$ cat config.mk
export PLATFORM = sky130hd
export DESIGN_NAME = sa_controller
export DESIGN_NICKNAME = d
export VERILOG_FILES = /design/src/rtl/sa_controller.sv
export SDC_FILE = /design/constraint.sdc
export NUM_CORES = 1
export LEC_CHECK = 0
export BUFFER_PORTS_ARGS = -buffer_cell sky130_fd_sc_hd__buf_2
export CORE_ASPECT_RATIO = 1.2
export CORE_MARGIN = 2
export CORE_UTILIZATION = 55
export DETAILED_ROUTE_END_ITERATION = 12
export PLACE_DENSITY = 0.77
export SYNTH_ARGS = -nofsm -noshare
export SYNTH_HDL_FRONTEND = slang
export SYNTH_SLANG_ARGS = --single-unit
export TNS_END_PERCENT = 10
$ cat constraint.sdc
create_clock -name clk -period 5.3 [get_ports clk]
set_input_delay 0.53 -clock clk [delete_from_list [all_inputs] [get_ports clk]]
set_output_delay 0.53 -clock clk [all_outputs]
set_load 0.05 [all_outputs]
$ cat src/rtl/sa_controller.sv
// sa_controller: job sequencer for the NxN systolic PE grid.
//
// One job: clear the grid (1 cycle), shift B in top-down (N cycles, bottom row first),
// stream A rows with a one-cycle skew per row and flag per-column result validity
// (MUL_LAT + 2N + M - 1 cycles), then pulse done. abort sends any active job through a
// single clearing cycle back to idle. Every output is a flop; next values are decoded
// from the next state, so outputs line up with the state they describe.
//
// Ports:
//   clk, rst            clock, synchronous active-high reset
//   start, m_rows       job request and A row count (latched when the job is accepted)
//   abort               cancel the active job
//   busy, done, err     job status; done/err are one-cycle pulses
//   data_clear, en_b_shift_bottom, en_shift_right, en_shift_bottom   shared PE controls
//   b_rd_en, b_row_addr B buffer read port
//   a_row_valid, a_k_idx per-row A operand valid and index (row r at [r*IDX_W +: IDX_W])
//   res_col_valid       per-column bottom-edge result valid
module sa_controller #(
  parameter int unsigned N       = 4,
  parameter int unsigned IDX_W   = 4,
  parameter int unsigned MUL_LAT = 6,
  parameter int unsigned CNT_W   = 8
) (
  input  logic               clk,
  input  logic               rst,
  input  logic               start,
  input  logic [IDX_W-1:0]   m_rows,
  input  logic               abort,
  output logic               busy,
  output logic               done,
  output logic               err,
  output logic               data_clear,
  output logic               en_b_shift_bottom,
  output logic               en_shift_right,
  output logic               en_shift_bottom,
  output logic               b_rd_en,
  output logic [IDX_W-1:0]   b_row_addr,
  output logic [N-1:0]       a_row_valid,
  output logic [N*IDX_W-1:0] a_k_idx,
  output logic [N-1:0]       res_col_valid
);

  typedef enum logic [2:0] {StIdle, StClear, StLoadB, StRun, StDone, StAbort} state_e;

  localparam logic [CNT_W-1:0] LoadLast = CNT_W'(N - 1);
  // Last RUN index is T_TOT-1 = MUL_LAT + 2N + M - 2.
  localparam logic [CNT_W-1:0] RunBase  = CNT_W'(MUL_LAT + 2 * N - 2);
  localparam logic [CNT_W-1:0] One      = CNT_W'(1);

  state_e           state_q, state_d;
  logic [CNT_W-1:0] t_q, t_d;
  logic [IDX_W-1:0] m_q, m_d;
  logic [CNT_W-1:0] run_last;

  logic               busy_d, done_d, err_d, clear_d, en_bsb_d, en_sr_d, en_sb_d, b_rd_d;
  logic [IDX_W-1:0]   b_addr_d;
  logic [N-1:0]       a_vld_d, res_vld_d;
  logic [N*IDX_W-1:0] a_k_d;

  assign run_last = RunBase + CNT_W'(m_q);

  // Next state
  always_comb begin
    state_d = state_q;
    t_d     = t_q;
    m_d     = m_q;
    err_d   = 1'b0;
    case (state_q)
      StIdle: begin
        t_d = '0;
        if (start) begin
          if (m_rows != '0) begin
            m_d     = m_rows;
            state_d = StClear;
          end else begin
            err_d = 1'b1;
          end
        end
      end
      StClear: begin
        t_d     = '0;
        state_d = abort ? StAbort : StLoadB;
      end
      StLoadB: begin
        if (abort) begin
          state_d = StAbort;
          t_d     = '0;
        end else if (t_q == LoadLast) begin
          state_d = StRun;
          t_d     = '0;
        end else begin
          t_d = t_q + One;
        end
      end
      StRun: begin
        if (abort) begin
          state_d = StAbort;
          t_d     = '0;
        end else if (t_q == run_last) begin
          state_d = StDone;
          t_d     = '0;
        end else begin
          t_d = t_q + One;
        end
      end
      default: begin
        state_d = StIdle;
        t_d     = '0;
      end
    endcase
  end

  // Output decode of the next state, registered below
  always_comb begin
    logic [CNT_W-1:0] lo, hi;
    busy_d    = (state_d != StIdle);
    done_d    = (state_d == StDone);
    clear_d   = (state_d == StClear) || (state_d == StAbort);
    en_bsb_d  = (state_d == StLoadB);
    b_rd_d    = (state_d == StLoadB);
    b_addr_d  = (state_d == StLoadB) ? IDX_W'(LoadLast - t_d) : '0;
    en_sr_d   = (state_d == StRun);
    en_sb_d   = (state_d == StRun);
    a_vld_d   = '0;
    a_k_d     = '0;
    res_vld_d = '0;
    lo        = '0;
    hi        = '0;
    if (state_d == StRun) begin
      for (int unsigned r = 0; r < N; r++) begin
        // Row r is skewed by r cycles.
        lo = CNT_W'(r);
        hi = lo + CNT_W'(m_d) - One;
        if (t_d >= lo && t_d <= hi) begin
          a_vld_d[r]               = 1'b1;
          a_k_d[r*IDX_W +: IDX_W]  = IDX_W'(t_d - lo);
        end
      end
      for (int unsigned c = 0; c < N; c++) begin
        lo = CNT_W'(MUL_LAT + N + c);
        hi = lo + CNT_W'(m_d) - One;
        res_vld_d[c] = (t_d >= lo) && (t_d <= hi);
      end
    end
  end

  always_ff @(posedge clk) begin
    if (rst) begin
      state_q           <= StIdle;
      t_q               <= '0;
      m_q               <= '0;
      busy              <= 1'b0;
      done              <= 1'b0;
      err               <= 1'b0;
      data_clear        <= 1'b0;
      en_b_shift_bottom <= 1'b0;
      en_shift_right    <= 1'b0;
      en_shift_bottom   <= 1'b0;
      b_rd_en           <= 1'b0;
      b_row_addr        <= '0;
      a_row_valid       <= '0;
      a_k_idx           <= '0;
      res_col_valid     <= '0;
    end else begin
      state_q           <= state_d;
      t_q               <= t_d;
      m_q               <= m_d;
      busy              <= busy_d;
      done              <= done_d;
      err               <= err_d;
      data_clear        <= clear_d;
      en_b_shift_bottom <= en_bsb_d;
      en_shift_right    <= en_sr_d;
      en_shift_bottom   <= en_sb_d;
      b_rd_en           <= b_rd_d;
      b_row_addr        <= b_addr_d;
      a_row_valid       <= a_vld_d;
      a_k_idx           <= a_k_d;
      res_col_valid     <= res_vld_d;
    end
  end

endmodule
# --- After elaboration in Yosys (flattened, before gate mapping) ---
# Cells that the tools add are included.
op_classes:
  n_addsub: 21
  multipliers: 0
  div: 0
  order_cmp: 16
  eq_ne: 10
  n_shift: 0
  n_mux: 21
  bitwise: 8
  reduce_logical: 19
op_table:
  columns: ["op", "n"]
  rows:
  - ["8-bit <= comparator", 8]
  - ["5-bit by 1-bit subtractor with 6-bit output (second input constant)", 7]
  - ["8-bit by 4-bit >= comparator with 1-bit output (second input constant)", 4]
  - ["8-bit two-way mux", 4]
  - ["4-bit by 4-bit adder with 5-bit output (first input constant)", 5]
  - ["3-bit two-way mux", 7]
  - ["8-bit by 1-bit >= comparator with 1-bit output (second input constant)", 2]
  - ["8-bit by 2-bit >= comparator with 1-bit output (second input constant)", 2]
  - ["8-bit case mux with 2 select lines", 1]
  - ["3-bit OR reduction", 5]
  - ["3-bit by 2-bit == test with 1-bit output (second input constant)", 4]
  - ["4-bit two-way mux", 3]
  - ["3-bit case mux with 4 select lines", 1]
  - ["2-bit by 4-bit adder with 5-bit output (first input constant)", 2]
  - ["8-bit by 1-bit adder with 8-bit output (second input constant)", 1]
  - ["8-bit by 2-bit == test with 1-bit output (second input constant)", 1]
  - ["8-bit by 5-bit == test with 1-bit output", 1]
  - ["1-bit logical AND", 8]
  - ["1-bit NOT", 8]
  - ["4-bit by 2-bit subtractor with 4-bit output (second input constant)", 2]
  - ["3-bit by 1-bit == test with 1-bit output (second input constant)", 2]
  - ["3-bit == test (second input constant)", 2]
  - ["1-bit by 4-bit adder with 5-bit output (first input constant)", 1]
  - ["1-bit two-way mux", 5]
  - ["other kinds (8)", 9]
word_totals:
  register_bits: 49
  latch_bits: 0
  ramBits: 0
  rom_bits: 0
  output_inout_bits: 36
  word_cells: 111
  memories: 0

# --- Longest topological paths before layout ---
# Gate-level depths: netlist of run 1.
logic_depth:
  ltp_word: 10
  mapped_depth: 14

# --- Worst setup path before layout of run 1 ---
# Ideal clock, no wire load.
synth_timing:
  path_type: "input -> register"
  from: "input start"
  to: "register a_k_idx[15]"
  setup_time_ps: 70
  t_arrival_ps: 3855
  required_ps: 5230
  slack_ps: 1376
  path_stages: 13
  n_path_buf: 0
  path_cell_list: "or4b_2 > o21ai_0 > a21boi_0 > inv_1 > ha_1 > a21o_1 > o221ai_2 > ha_1 > inv_1 > o21bai_1 > a21o_1 > a221o_1 > a21oi_1"
synth_between:
  elab_chain_cells: 8
  word_cells_on_any_way: 12
synth_rtl:
  columns: ["element", "line_no", "text"]
  rows:
  - ["from (decl)", "26", "input logic start,"]
  - ["4-bit two-way mux", "71", "if (start) begin"]
  - ["4-bit two-way mux", "68", "case (state_q)"]
  - ["net m_d[2]", "52", "logic [IDX_W-1:0] m_q, m_d;"]
  - ["2-bit by 4-bit adder with 5-bit output", "133", "hi = lo + CNT_W'(m_d) - One;"]
  - ["5-bit by 1-bit subtractor with 6-bit output", "133", null]
  - ["8-bit <= comparator", "134", "if (t_d >= lo && t_d <= hi) begin"]
  - ["1-bit logical AND", "134", null]
  - ["1-bit NOT (no line)", null, null]
  - ["3-bit OR reduction (no line)", null, null]
  - ["to (signal assigned)", "178", "a_k_idx <= a_k_d;"]
  - ["to (decl)", "39", "output logic [N*IDX_W-1:0] a_k_idx,"]
# The timed path passes the listed nets, and every way through them passes these cells.
# A chain may end at the register's enable or synchronous reset.

# --- Worst setup path after layout of run 1 ---
layout_timing:
  from: "register state_q[0]"
  to: "register a_k_idx[15]"
layout_between:
  elab_chain_cells: 8
  word_cells_on_any_way: 23
layout_rtl:
  columns: ["element", "line_no", "text"]
  rows:
  - ["from (decl)", "50", "state_e state_q, state_d;"]
  - ["from (signal assigned)", "149", "state_q <= StIdle;"]
  - ["from (signal assigned)", "165", "state_q <= state_d;"]
  - ["3-bit zero test", "68", null]
  - ["4-bit two-way mux", "68", null]
  - ["net m_d[1]", "52", null]
  - ["2-bit by 4-bit adder with 5-bit output", "133", null]
  - ["5-bit by 1-bit subtractor with 6-bit output", "133", null]
  - ["8-bit <= comparator", "134", null]
  - ["1-bit logical AND", "134", null]
  - ["1-bit NOT (no line)", null, null]
  - ["3-bit OR reduction (no line)", null, null]
# The timed path passes the listed nets, and every way through them passes these cells.

==> results of run 1 <==
==> power groups by stage <==
| stage | registers (mW) | clock network [mW] | logic (mW) |
|---|---|---|---|
| final | 0.384 | 0.275 | 0.213 |
| after global routing | 0.385 | 0.293 | 0.240 |
| after CTS | 0.383 | 0.278 | 0.211 |
| after detailed placement | 0.392 | 0 | 0.209 |
| after global placement | 0.392 | 0 | 0.205 |
| after floorplan | 0.403 | 0 | 0.150 |
==> worst reg2reg max path: cells and delay by family (launching register included) <==
kind / cells / cell delay, ps
DFF: 1 / 440
and+or+nand+nor: 2 / 810
adders and majority gates: 2 / 650
buffers and inverters: 2 / 310
AOI/OAI and AO/OA: 7 / 1860
==> worst max-delay path by stage <==
stage / from / endpoint / slack, ps / cells past startpoint
2_1_floorplan: start / a_k_idx[15]$_SDFF_PP0_ / 1380 / 13
3_3_place_gp: start / a_k_idx[15]$_SDFF_PP0_ / 1110 / 14
3_5_place_dp: start / a_k_idx[15]$_SDFF_PP0_ / 1130 / 14
4_1_cts: state_q[0]$_SDFF_PP0_ / a_k_idx[15]$_SDFF_PP0_ / 1190 / 13
5_1_grt: state_q[0]$_SDFF_PP0_ / a_k_idx[15]$_SDFF_PP0_ / 840 / 13
6_report: state_q[0]$_SDFF_PP0_ / a_k_idx[15]$_SDFF_PP0_ / 1170 / 13
==> metal layers <==
metal | vias up | share of wire | global-route usage
met3 | 21 | 0.055 | 0.0394
met2 | 104 | 0.49 | 0.429
met5 | - | 0 | 0
met4 | 0 | 0.025 | 0.111
li1 | 1355 | - | -
met1 | 1306 | 0.43 | 0.296
==> logic make-up (layout without fill, tap and decap cells) <==
| kind of cell | count (synthesis) | after routing |
|---|---|---|
| buffers and inverters | 35 | 76 |
| and+or+nand+nor | 134 | 134 |
| xor gates and xnor gates | 23 | 23 |
| AOI/OAI and AO/OA | 74 | 74 |
| DFF | 49 | 49 |
| adders and majority gates | 49 | 49 |
==> flip-flops by register name, summed over array words and instances, names as in the netlist, 3 cells and up <==
name	count
a_k_idx	16
t_q	8
a_row_valid	4
b_row_addr	4
m_q	4
res_col_valid	4
state_q	3
==> stage by stage <==
| stage | instance area [µm²] | worst slack (ps) | hold WS, ps |
|---|---|---|---|
| floorplan | 3170 | 1380 | 602 |
| global placement | 3400 | 1110 | 652 |
| detailed placement | 3400 | 1130 | 669 |
| CTS | 3520 | 1190 | 471 |
| global route | 3520 | 835 | 497 |
| finish | 3520 | 1170 | 468 |
==> layout by cell type (no fill, tap or decap), types with 2 or more instances in the layout <==
master / instances
ha_1: 49
dfxtp_1: 49
buf_2: 43
nor2_1: 41
nand2_1: 27
inv_1: 21
nor3_1: 18
o21ai_0: 17
a21oi_1: 15
xnor2_1: 12
nand3_1: 12
xor2_1: 11
o21a_1: 6
clkbuf_8: 6
nor2b_1: 5
a31oi_1: 5
nand4_1: 5
nand2b_1: 4
and2_1: 4
a21o_1: 4
o21bai_1: 4
a21boi_0: 3
a211oi_1: 3
a221oi_1: 3
or4_1: 2
and3_1: 2
a221o_1: 2
or3_1: 2
nand4b_1: 2
==> cell type report <==
class | instances | area, µm² | share of cell area
multi-input cells | 280 | 2020 | 0.573
flip-flops and latches | 49 | 981 | 0.279
repair buffers | 44 | 223 | 0.0633
inverters | 24 | 100 | 0.0284
clock buffers | 6 | 82.6 | 0.0235
well taps | 64 | 80.1 | 0.0227
clock inverters | 2 | 37.5 | 0.0107
==> results.cfg, run 1 <==
[global_route]
grt_max_degree = 20
grt_overflow_total = 0
grt_usage = 0.247
antenna_found_initial = 0
grt_pass1_vias = 2706
grt_pass1_wl_um = 12500

[synthesis]
yosysWarnings = 0
synthMuxAreaShare = 0
seq_area_frac_synth = 0.309
ys_top_cells_by_count = dfxtp_1, ha_1, nor2_1
synth_compound_area_frac = 0.163
synth-simple-area-share = 0.216
synth_top_cell_by_area = dfxtp_1
synth-seq-cells = 49
ys_types = 58
synth_top_cells_by_area = dfxtp_1, ha_1, nor2_1
synth_top_family_by_area = simple AND/OR/NAND/NOR gates
synth_cells = 364
syn-cell-area_um2 = 3170
async_flop_share = 0
synth_xor_xnor_area_share = 0.0635
syn_nets = 421
avgSynthCellArea_um2 = 8.72
synth_adder_area_share = 0.193
synth_top_area_share = 0.309
synthFlopType = dfxtp_1
synth_edf_count = 0

[floorplan]
coreArea_um2 = 5630
ios = 44
row_count = 30
dieHeight_um = 87.2
die-area_um2 = 6400
start_util = 0.564
die-width_um = 73.4

[hold_path]
holdPathEnd = state_q[1]$_SDFF_PP0_
hold_path_class = input port to register
hold_path.startpoint = abort
holdPathStages = 2

[clocking]
path_clk_slew_ps = 90
cts_tree = yes
cts_hold_buf = 0
numCtsBuffers = 5
post_cts_resize_count = 0
cts_root_buf = clkbuf_8
cts_setup_buffers = 0
cts.sinks = 49
clk_path_buf_depth = 2
ctsHtreeMaxLevel = 2
clk_latency_ps = 300

[layout]
diodes = 0
layout.cells.non_filler = 469
finish.utilization = 0.625
fillers = 476
drive_above_1_share = 0.163
final_nets = 461
syn_to_final_growth_pct = 10.9

[route]
wl_per_cell_um = 15.7
routed_wirelength_um = 7360
ant_nets = 0
vias_per_cell = 5.94
vias = 2786
drt_pre_antenna_iters = 4
route.detailed.drc = 0
drt_iter0_drc = 250

[sta]
drv_slew = 0
finalSetupViolations = 0
tightest_slew_ps = 966
tns_ps = 0
finalCritPeriodShare = 0.780
min_period_ps = 4130
slew_headroom = 0.354
skew_ps = 4.56
max_freq_ghz = 0.242
rsz0062_at_grt = no
hold_viol = 0

[critical_path]
worstSetupPathType = register to register
reg2reg_from = state_q[0]$_SDFF_PP0_
worstSetupEndpointType = register
crit_buf_inv = 2
start_kind = register
max_stage_delay_ps = 590
critical_path_required_ps = 5540
reg2reg_depth = 13
timing.rr.end = a_k_idx[15]$_SDFF_PP0_
path_delay_family = compound AO/OA/AOI/OAI gates
arrival_ps = 4370
crit_chain = nor4b_4, nand2_1, a22oi_1, inv_1, ha_1, a21o_1, o221ai_2, ha_1, inv_1, o21bai_1, a21o_1, a221o_1, a21oi_1
ff2ff_setup_slack_ps = 1170
crit_fanout = 10
slowest_stage = a22oi_1

[placement]
dpl.cell_count = 461
io_buffers = 43
place.gp.congestion = 0.900
hpwl_um = 5700

[power]
p_total_uw = 872
p_int_uw = 608
p_sw_frac = 0.303
power.ir.vdd_worst_v = 0.000124
p_per_area_nw_per_um2 = 248
power.leakage_nw = 1.67
sequentialPowerShare = 0.440
clockPowerShare = 0.316
netSwitchingPower_uw = 264
pwr-share-comb = 0.244

[run]
drv_cap = 0

[status]
status = finished, final reports clean
(Power assumes the default switching activity.)
==> run 2, diff against run 1 <==
- CORE_UTILIZATION: 55 -> 52
- PLACE_DENSITY: 0.77 -> 0.76
- clock period: 5.3 -> 3.6 ns (I/O delays scaled with it)
==> results.cfg, run 2 (synthesized netlist as in run 1, its figures left out) <==
[power]
p_per_area_nw_per_um2 = 338
power.leakage_nw = 1.76
power.ir.vdd_worst_v = 0.000170

[global_route]
grt_pass1_wl_um = 12500
grt_max_degree = 20
grt_pass1_vias = 2760
grt_usage = 0.239
antenna_found_initial = 0
grt_overflow_total = 0

[layout]
largest_reg_flops = 16
largest-register = a_k_idx
reg_top3 = a_k_idx x16, t_q x8
diodes = 0
final_cell_mix = ha_1, dfxtp_1, buf_2
layout.cells.non_filler = 507
design_area_um2 = 3700
syn_to_final_growth_pct = 16.5
final_nets = 481
drive_above_1_share = 0.212

[clocking]
ctsHtreeMaxLevel = 2
cts_hold_buf = 0
cts_root_buf = clkbuf_8
clk_latency_ps = 310
path_clk_slew_ps = 90
clk_path_buf_depth = 2
numCtsBuffers = 5
cts_tree = yes
cts.sinks = 49

[critical_path]
arrival_ps = 3690
reg2reg_from = state_q[1]$_SDFF_PP0_
start_kind = register
crit_start = state_q[1]$_SDFF_PP0_
crit_fanout = 5
crit_chain = or4b_2, o21ai_1, a21boi_2, inv_1, ha_1, a21o_1, o221ai_4, ha_1, inv_1, o21bai_1, a21o_1, a221o_1, a21oi_1
critical_path_required_ps = 3840
worstSetupPathType = register to register
slowest_stage = or4b_2
max_stage_delay_ps = 720
worstSetupEndpointType = register

[placement]
place.gp.congestion = 0.936
dpl.cell_count = 499
io_buffers = 43
hpwl_um = 6000
pre_cts_ws_ps = -45.8
place_area_um2 = 3580

[status]
status = finished, final reports clean

[sta]
slew_headroom = 0.276
hold_viol = 0
post-route-worst-setup-slack_ps = 153
drv_slew = 0
tns_ps = 0
finalCritPeriodShare = 0.957
min_period_ps = 3450
max_freq_ghz = 0.290
tightest_slew_ps = 1080
finalSetupViolations = 0
skew_ps = 9.40

[route]
vias_per_cell = 5.60
ant_nets = 0
wl_per_cell_um = 15.2
vias = 2838
drt_iter0_drc = 210
routed_wirelength_um = 7700
drt_pre_antenna_iters = 4
route.detailed.drc = 0

[hold_path]
hold_path.startpoint = abort
hold_path_class = input port to register

[floorplan]
start_util = 0.531
die-width_um = 75.3
die-area_um2 = 6750
ios = 44
coreArea_um2 = 5970
row_count = 31
dieHeight_um = 89.6

[run]
drv_cap = 0
==> run 2: path summary, 6_finish.rpt <==
| kind | to | slack [ps] | cells past startpoint |
|---|---|---|---|
| hold / removal | state_q[1]$_SDFF_PP0_ | 300 | 2 |
| hold reg to reg | err$_SDFF_PP0_ | 580 | 2 |
| setup / recovery | a_k_idx[15]$_SDFF_PP0_ | 150 | 13 |
| setup reg to reg | a_k_idx[15]$_SDFF_PP0_ | 150 | 13 |
==> run 2: critical path, delay by kind of cell, from the launching register on <==
| family | cells | cell delay [ps] |
|---|---|---|
| fa+ha+maj | 2 | 530 |
| simple gates | 1 | 720 |
| flops | 1 | 320 |
| compound gates | 8 | 1680 |
| buf+inv | 2 | 140 |
==> run 2: layer usage <==
| layer | track usage | part of all wire | up-vias |
|---|---|---|---|
| met5 | 0 | 0 | - |
| met4 | 0.126 | 0.039 | 0 |
| met3 | 0.0379 | 0.043 | 22 |
| met2 | 0.413 | 0.49 | 91 |
| met1 | 0.281 | 0.43 | 1326 |
| li1 | - | - | 1399 |
==> run 2: metrics by stage <==
step	utilization	power (mW)	hold WS, ps
global route	0.619	1.31	311
global placement	0.599	0.895	549
floorplan	-	0.815	439
finish	0.619	1.25	299
detailed placement	0.599	0.907	558
CTS	0.615	1.24	294
==> run 2: where the power goes <==
group / internal (mW) / leakage [nW] / total [mW] / switching (mW)
combinational: 0.135 / 1.32 / 0.349 / 0.214
clock: 0.141 / 0.0423 / 0.341 / 0.199
sequential: 0.554 / 0.396 / 0.560 / 0.00579
total: 0.830 / 1.76 / 1.25 / 0.419
==> run 2: layout make-up <==
| class | count | area (µm²) |
|---|---|---|
| clock buffer | 5 | 68.8 |
| clock inverter | 3 | 26.3 |
| fill | 534 | 2270 |
| inverter | 24 | 100 |
| multi-input combinational | 280 | 2050 |
| sequential | 49 | 981 |
| tap | 82 | 103 |
| timing repair buffer | 64 | 373 |
==> run 2: repair_timing <==
item	CTS	global route
gates cloned	0	0
pin swaps	0	1
gates resized for setup	1	6
setup endpoints to repair	2	13
buffers inserted	0	0
==> run 3, diff against run 2 <==
- ABC_AREA: default -> 1
- ABC_CLOCK_PERIOD_IN_PS: default -> 3600
==> results.cfg, run 3 <==
[status]
status = finished, final reports clean

[layout]
multi_input_area_um2 = 1950
final_nets = 552
final_cell_mix = nand2_1, inv_1, nor2_1
design_area_um2 = 3650
reg_top3 = a_k_idx x16, t_q x8
final_common_cell = nand2_1
largest_reg_flops = 16
largest-register = a_k_idx
fillers = 555
seq_area_um2 = 981
syn_to_final_growth_pct = 12.7
diodes = 0
finish.utilization = 0.607
drive_above_1_share = 0.188
layout.cells.non_filler = 578

[hold_path]
holdPathStages = 4
hold_path_class = input port to register
holdPathEnd = err$_SDFF_PP0_
hold_path.startpoint = m_rows[2]

[synthesis]
synth_top_cells_by_area = dfxtp_1, ha_1, nand2_1
synth_adder_area_share = 0.189
synth-seq-cells = 49
synth_cells = 445
syn-cell-area_um2 = 3240
synth-simple-area-share = 0.304
async_flop_share = 0
avgSynthCellArea_um2 = 7.27
synth_edf_count = 0
synthFlopType = dfxtp_1
ys_top_cells_by_count = nand2_1, inv_1, nor2_1
synth_top_area_share = 0.303
syn_nets = 502
synth_top_cell_by_area = dfxtp_1
synthMuxAreaShare = 0
synth_compound_area_frac = 0.0847
ys_types = 39
yosysWarnings = 0
synth_xor_xnor_area_share = 0.0240
synth_top_family_by_area = simple AND/OR/NAND/NOR gates
seq_area_frac_synth = 0.303
yosysMostFrequentCell = nand2_1

[floorplan]
dieHeight_um = 90.4
die-area_um2 = 6870
die-width_um = 76.0
row_count = 31
coreArea_um2 = 6010
ios = 44
start_util = 0.538

[placement]
io_buffers = 43
place_area_um2 = 3560
hpwl_um = 5920
pre_cts_ws_ps = 561
place.gp.congestion = 0.888
dpl.cell_count = 570

[clocking]
cts_setup_buffers = 0
path_clk_slew_ps = 100
clk_path_buf_depth = 2
numCtsBuffers = 5
cts.sinks = 49
cts_root_buf = clkbuf_8
ctsHtreeMaxLevel = 2
cts_hold_buf = 0
cts_tree = yes
clk_latency_ps = 310
post_cts_resize_count = 0

[critical_path]
reg2reg_from = m_q[2]$_SDFF_PP0_
critical_path_required_ps = 3840
reg2reg_depth = 20
arrival_ps = 3350
worstSetupEndpointType = register
ff2ff_setup_slack_ps = 490
timing.rr.end = a_k_idx[9]$_SDFF_PP0_
worstSetupPathType = register to register
start_kind = register
crit_fanout = 9

[global_route]
grt_overflow_total = 0
use_met1 = 0.273
grt_pass1_wl_um = 13000
grt_usage = 0.230
antenna_found_initial = 0
grt_util_met2 = 0.433
grt_max_degree = 22
use_met3 = 0.0280
grt_pass1_vias = 2798
grt.busiest_layer = met2

[route]
ant_nets = 0
route.detailed.drc = 0
routed_wirelength_um = 7700
drt_pre_antenna_iters = 4
vias_per_cell = 5.08
wl_per_cell_um = 13.3
vias = 2935
drt_iter0_drc = 128

[sta]
slew_headroom = 0.682
drv_slew = 0
skew_ps = 11.7
hold_viol = 0
finalSetupViolations = 0
max_freq_ghz = 0.321
min_period_ps = 3110
finalCritPeriodShare = 0.865
whs_ps = 358
tightest_slew_ps = 477
rsz0062_at_grt = no
post-route-worst-setup-slack_ps = 487
tns_ps = 0

[power]
power.leakage_nw = 2.07
p_per_area_nw_per_um2 = 326
p_total_mw = 1.19
power.ir.vdd_worst_v = 0.000175

[run]
drv_cap = 0
run 3: cell types whose count changed in the layout (fill, tap and decap cells not counted), moves of 8 or more:
cell	before	now
nor2_1	41	61
nand2_1	27	89
buf_4	21	4
xnor2_1	12	3
nor3_1	18	7
inv_1	21	69
o21ai_0	14	6
nand2_2	0	8
run 3: report_power, final:
part / total (mW) / internal [mW] / switching (mW)
clock: 0.330 / 0.139 / 0.191
sequential: 0.559 / 0.553 / 0.00588
combinational: 0.300 / 0.0974 / 0.202
total: 1.19 / 0.790 / 0.399
run 3: metal layers:
metal,vias up,wire (µm),share of wire
met4,0,114,0.015
met3,11,268,0.035
met1,1352,3360,0.44
li1,1504,-,-
met5,-,0,0
met2,68,3950,0.51
run 3: cell families (layout without fill, tap and decap cells):
| group | after synthesis | in the layout |
|---|---|---|
| DFF | 49 | 49 |
| xor gates and xnor gates | 8 | 8 |
| AOI/OAI and AO/OA | 44 | 44 |
| and+or+nand+nor | 215 | 215 |
| buffers and inverters | 80 | 131 |
| adders and majority gates | 49 | 49 |
run 3: area by class of cell:
cell class,count,area share
Clock buffer,6,0.0199
Inverter,76,0.0782
Timing Repair Buffer,47,0.0672
Tap cell,82,0.0281
Multi-Input combinational cell,316,0.534
Sequential cell,49,0.269
Clock inverter,2,0.00377
run 3: worst max-delay path by stage:
| stage | startpoint | endpoint | slack (ps) | cells past startpoint |
|---|---|---|---|---|
| 2_1_floorplan | m_q[2]$_SDFF_PP0_ | a_k_idx[9]$_SDFF_PP0_ | 870 | 20 |
| 3_3_place_gp | m_q[2]$_SDFF_PP0_ | a_k_idx[11]$_SDFF_PP0_ | 630 | 20 |
| 3_5_place_dp | m_q[2]$_SDFF_PP0_ | a_k_idx[14]$_SDFF_PP0_ | 560 | 18 |
| 4_1_cts | m_q[2]$_SDFF_PP0_ | a_k_idx[12]$_SDFF_PP0_ | 520 | 18 |
| 5_1_grt | m_q[2]$_SDFF_PP0_ | a_k_idx[11]$_SDFF_PP0_ | 220 | 20 |
| 6_report | m_q[2]$_SDFF_PP0_ | a_k_idx[9]$_SDFF_PP0_ | 490 | 20 |
run 3: worst max-delay path, cell delays in order, from the launching register on:
cell     delay, ps
dfxtp_1        390
inv_1           80
ha_1           290
inv_1           40
nand2_1         40
nand2_1         60
nor2_2         120
nand3_2        110
nand3_1        100
nand2_2        150
nand2_1        120
inv_1          200
ha_1           410
nor2_1          60
o21ai_0        170
nand2_1        100
nand2_1         70
a32oi_1         70
nor3_1         250
nand2_2        120
nor2_1         100
